### config.mk
export PLATFORM = sky130hd
export DESIGN_NAME = serout_shift_param
export DESIGN_NICKNAME = d
export VERILOG_FILES = /design/src/rtl/serout_shift_param.sv
export SDC_FILE = /design/constraint.sdc
export NUM_CORES = 1
export LEC_CHECK = 0
export ABC_AREA = 1
export CAP_MARGIN = 20
export CORE_ASPECT_RATIO = 0.8
export CORE_MARGIN = 4
export CORE_UTILIZATION = 40
export DETAILED_ROUTE_END_ITERATION = 10
export GPL_ROUTABILITY_DRIVEN = 0
export GPL_TIMING_DRIVEN = 0
export PLACE_DENSITY = 0.74
export SLEW_MARGIN = 0
export SYNTH_ARGS = -nofsm -noshare
export SYNTH_HDL_FRONTEND = slang
export SYNTH_SLANG_ARGS = --single-unit
### constraint.sdc
create_clock -name clk -period 3.2 [get_ports clk]
set_input_delay 0.32 -clock clk [delete_from_list [all_inputs] [get_ports clk]]
set_output_delay 0.32 -clock clk [all_outputs]
set_load 0.05 [all_outputs]
### src/rtl/serout_shift_param.sv
// rtl/serout_shift_param.sv - parametrised double-buffered serial output transmitter
module serout_shift_param #(
  parameter int DATA_W    = 8,
  parameter int STOP_BITS = 1,
  parameter int PARITY    = 0
) (
  input  logic              clk,
  input  logic              rst_n,
  input  logic              en,
  input  logic [DATA_W-1:0] D,
  input  logic              wr,
  input  logic              shift,
  input  logic              brk,
  output logic              serout,
  output logic              hold_empty,
  output logic              busy,
  output logic              done,
  output logic              overrun
);

  localparam int PAR_W = (PARITY != 0) ? 1 : 0;
  localparam int FRAME = 1 + DATA_W + PAR_W + STOP_BITS;
  localparam int SR_W  = FRAME - 1;
  localparam int CNT_W = $clog2(FRAME + 1);

  logic [DATA_W-1:0] hold_reg;
  logic [SR_W-1:0]   sr;
  logic [SR_W-1:0]   load_vec;
  logic [CNT_W-1:0]  cnt;
  logic              line;
  logic              line_next;
  logic              par_bit;
  logic              load;
  logic              shift_act;

  assign load      = !busy && !hold_empty;
  assign shift_act = shift && busy;
  assign par_bit   = (^hold_reg) ^ (PARITY == 2);

  // Start bit is emitted at load time, so the shifter holds data, parity and stop bits only.
  always_comb begin
    load_vec = '1;
    load_vec[DATA_W-1:0] = hold_reg;
    if (PARITY != 0) load_vec[DATA_W] = par_bit;
  end

  // Frame bit currently on the line, independent of break.
  always_comb begin
    line_next = line;
    if (load)
      line_next = 1'b0;
    else if (shift_act)
      line_next = (cnt == CNT_W'(1)) ? 1'b1 : sr[0];
  end

  always_ff @(posedge clk) begin
    if (!rst_n) begin
      hold_reg   <= '0;
      sr         <= '1;
      cnt        <= '0;
      line       <= 1'b1;
      serout     <= 1'b1;
      hold_empty <= 1'b1;
      busy       <= 1'b0;
      done       <= 1'b0;
      overrun    <= 1'b0;
    end else if (en) begin
      done   <= 1'b0;
      line   <= line_next;
      serout <= brk ? 1'b0 : line_next;
      if (load) begin
        sr   <= load_vec;
        cnt  <= CNT_W'(FRAME);
        busy <= 1'b1;
      end else if (shift_act) begin
        if (cnt == CNT_W'(1)) begin
          cnt  <= '0;
          busy <= 1'b0;
          done <= 1'b1;
        end else begin
          sr  <= {1'b1, sr[SR_W-1:1]};
          cnt <= cnt - CNT_W'(1);
        end
      end
      // A write coincident with a load refills the buffer the load just drained.
      if (wr) begin
        hold_reg   <= D;
        hold_empty <= 1'b0;
        if (hold_empty)
          overrun <= 1'b0;
        else if (!load)
          overrun <= 1'b1;
      end else if (load) begin
        hold_empty <= 1'b1;
      end
    end
  end

endmodule

==> out/metrics.csv <==
stage,metric,value,unit
sta,RSZ-0062 raised after global routing,no,
logic_synthesis,post-synth top area share,44.0,%
setup_path,Reg-to-Reg End,sr[3],
setup_path,Worst path max stage delay,0.86,ns
sta,Worst Tran Pin Value,0.501,ns
logic_synthesis,dominant cells by area after synthesis,"dfxtp_1 44%, nand2_1 17%, nand3_1 9.7%, nor2_1 8.3%, o21ai_0 5.5%",
setup_path,crit end category,output pin,
routing,met2 WL,1070,microns
logic_synthesis,synthesized area,0.00118,sq mm
routing,DRT antenna net count,0,
floorplanning,row count,17,
sta,Max-slew headroom,66.5,%
placed_design,"worst slack, placed",1.43,ns
pwr,PD cells,504,mW/mm^2
sta,Worst Skew,0.00314,ns
setup_path,R2R setup slack,1.93,ns
clock_network,CTS sink cnt,26,
floorplanning,die width,68.8,microns
setup_path,Critical Path Start Type,register,
routing,Via-to-Cell Ratio,4.78,
sta,setup ws final,1.26,ns
routing,WL/cell,11.0,microns
finish,most frequent cells in the layout,"54 x nand2_1, 26 x nor2_1, 26 x dfxtp_1",
hold_path,end point of the worst hold path,serout,
global_routing,first-pass GRT wire length,4420,microns
global_routing,GRT Total Usage,14.7,%
setup_path,Crit path max-delay family,buffers and inverters,
logic_synthesis,Yosys reg bits,26,
sta,min cycle time layout,1.94,ns
floorplanning,Die Area,0.00390,sq mm
logic_synthesis,Netlist cell types,17,
routing,final wirelength,2530,microns
floorplanning,IO Pins,19,
flow_run,maxcap violations,0,
hold_path,Worst Hold Class,register to register,
finish,"most common cell after layout, fill and taps aside",nand2_1,
logic_synthesis,mean post-synth cell area,7.00,sq um
clock_network,H-tree depth,1,
clock_network,CTS tree,built,
clock_network,Clock Tree Buf Depth,2,
routing,met3 WL,73,microns
finish,final net count,208,
finish,Final Non-Filler Cells,229,
logic_synthesis,register area share after synthesis,44.0,%
setup_path,crit path DAT,1.62,ns
pwr,Max VDD drop,0.277,mV
finish,fillers,254,
sta,Final setup viols,0,
sta,endpoints failing hold,0,
finish,antenna cells,0,
hold_path,hold path startpoint,serout,
routing,drt drc,0,
clock_network,clock transition at the register clock pins on the worst setup and hold paths after CTS,0.09,ns
clock_network,clock latency on the worst-skew pair,0.27,ns
placed_design,Inst Count DP,225,
routing,1st-iter DRT viols,28,
global_routing,GR Overflow Total,0,
clock_network,# resized after CTS,0,
finish,Layout area overhead,25.3,%
sta,fin. max-slew vios,0,
routing,total number of vias,1095,
global_routing,initial antenna violation count,0,
routing,M1 wire length,1330,microns
logic_synthesis,Yosys warning total,0,
placed_design,Port Buffers,18,
global_routing,largest net degree at the start of global routing,16,
routing,Pre-antenna DRT Iters,4,
setup_path,kind of critical path,register to output pin,
logic_synthesis,cells after synthesis,169,
setup_path,Buf/Inv on CP,1,
sta,Fmax,0.515,GHz
global_routing,vias in the first global route,1014,
setup_path,R2R cell count,7,
floorplanning,Die Y,56.6,microns
clock_network,CTS buffer count,3,
pwr,leak pwr,0.666,nW
run_status,status,"finished, final reports clean",
logic_synthesis,Mapped Nets,185,
sta,Total Neg Setup Slack,0,ns
placed_design,HPWL Detailed,1880,microns
clock_network,CTS hold repair buffers,0,
floorplanning,initial core utilization,42.4,%
setup_path,worst-path fanout max,7,
clock_network,post-CTS setup buffers,0,
hold_path,worst hold stages,2,
sta,Tcrit/Tclk final,60.7,%
setup_path,Worst path slowest cell,clkdlybuf4s50_1,
routing,DR top layer,met4,
logic_synthesis,Synth area leader,dfxtp_1,
setup_path,crit path cell chain,clkdlybuf4s50_1,
clock_network,Root Driver,clkbuf_8,
setup_path,Worst R2R Start,cnt[1],
floorplanning,CORE AREA,0.00279,sq mm
finish,share of cells above drive strength 1,7.85,%
setup_path,CP required,2.88,ns
==> how the worst max path moves through the flow <==
stage / slack, ns / depth (start not counted) / from / endpoint
after floorplan: 1.72 / 5 / busy / sr[0]
after global placement: 1.45 / 6 / en / overrun
after detailed placement: 1.43 / 6 / en / overrun
after CTS: 1.26 / 1 / busy / busy
after global routing: 1.21 / 1 / busy / busy
final: 1.26 / 1 / busy / busy
==> worst min-delay path: cells and delay by family (launching register included) <==
kind	cells	cell delay, ns
DFF	1	0.34
AOI/OAI and AO/OA	2	0.12
==> power breakdown <==
part | internal, W | switching (W) | leakage [nW]
clock | 0.000167 | 0.000108 | 0.0357
combinational | 0.0000493 | 0.0000660 | 0.417
sequential | 0.000343 | 0.0000125 | 0.214
==> kinds of logic after synthesis <==
| family | share of synthesized area (%) |
|---|---|
| flip-flops | 44.0 |
| buffers and inverters | 5.19 |
| adder cells (fa/ha/maj) | 2.12 |
| AND/OR/NAND/NOR | 40.4 |
| AO/OA/AOI/OAI | 8.25 |
==> final cells by class <==
cell class              instances  area, sq um  share of cell area, %
plain buffers                   4         27.5                   1.86
clock inverters                 1         30.0                   2.03
multi-input cells             130          601                   40.5
flip-flops and latches         26          520                   35.1
well taps                      38         47.5                   3.21
repair buffers                 18          180                   12.2
clock buffers                   3         41.3                   2.79
inverters                       9         33.8                   2.28
==> synthesized netlist by cell type <==
| cell type | number |
|---|---|
| nand2_1 | 54 |
| dfxtp_1 | 26 |
| nor2_1 | 26 |
| nand3_1 | 23 |
| o21ai_0 | 13 |
| inv_1 | 7 |
| a21oi_1 | 5 |
| nand2_4 | 3 |
| ha_1 | 2 |
| inv_2 | 2 |
| nor2_4 | 2 |
| buf_2 | 1 |
| buf_4 | 1 |
| buf_6 | 1 |
| clkbuf_1 | 1 |
| o211ai_1 | 1 |
| or2_2 | 1 |
==> through the flow <==
stage	instance area [sq um]	hold WS, ns	total power (W)	utilization, %
finish	1480	0.480	0.000747	53.2
global route	1480	0.511	0.000783	53.2
CTS	1480	0.484	0.000751	53.2
detailed placement	1410	0.462	0.000479	50.6
global placement	1410	0.453	0.000475	50.6
floorplan	1180	0.431	0.000438	-
==> metal layers <==
| metal | up-vias | GRT usage, % |
|---|---|---|
| li1 | 587 | - |
| met1 | 481 | 20.8 |
| met2 | 22 | 21.6 |
| met3 | 5 | 2.00 |
| met4 | 0 | 7.22 |
| met5 | - | 0 |
Note: power is estimated with default switching activity, not from simulation.
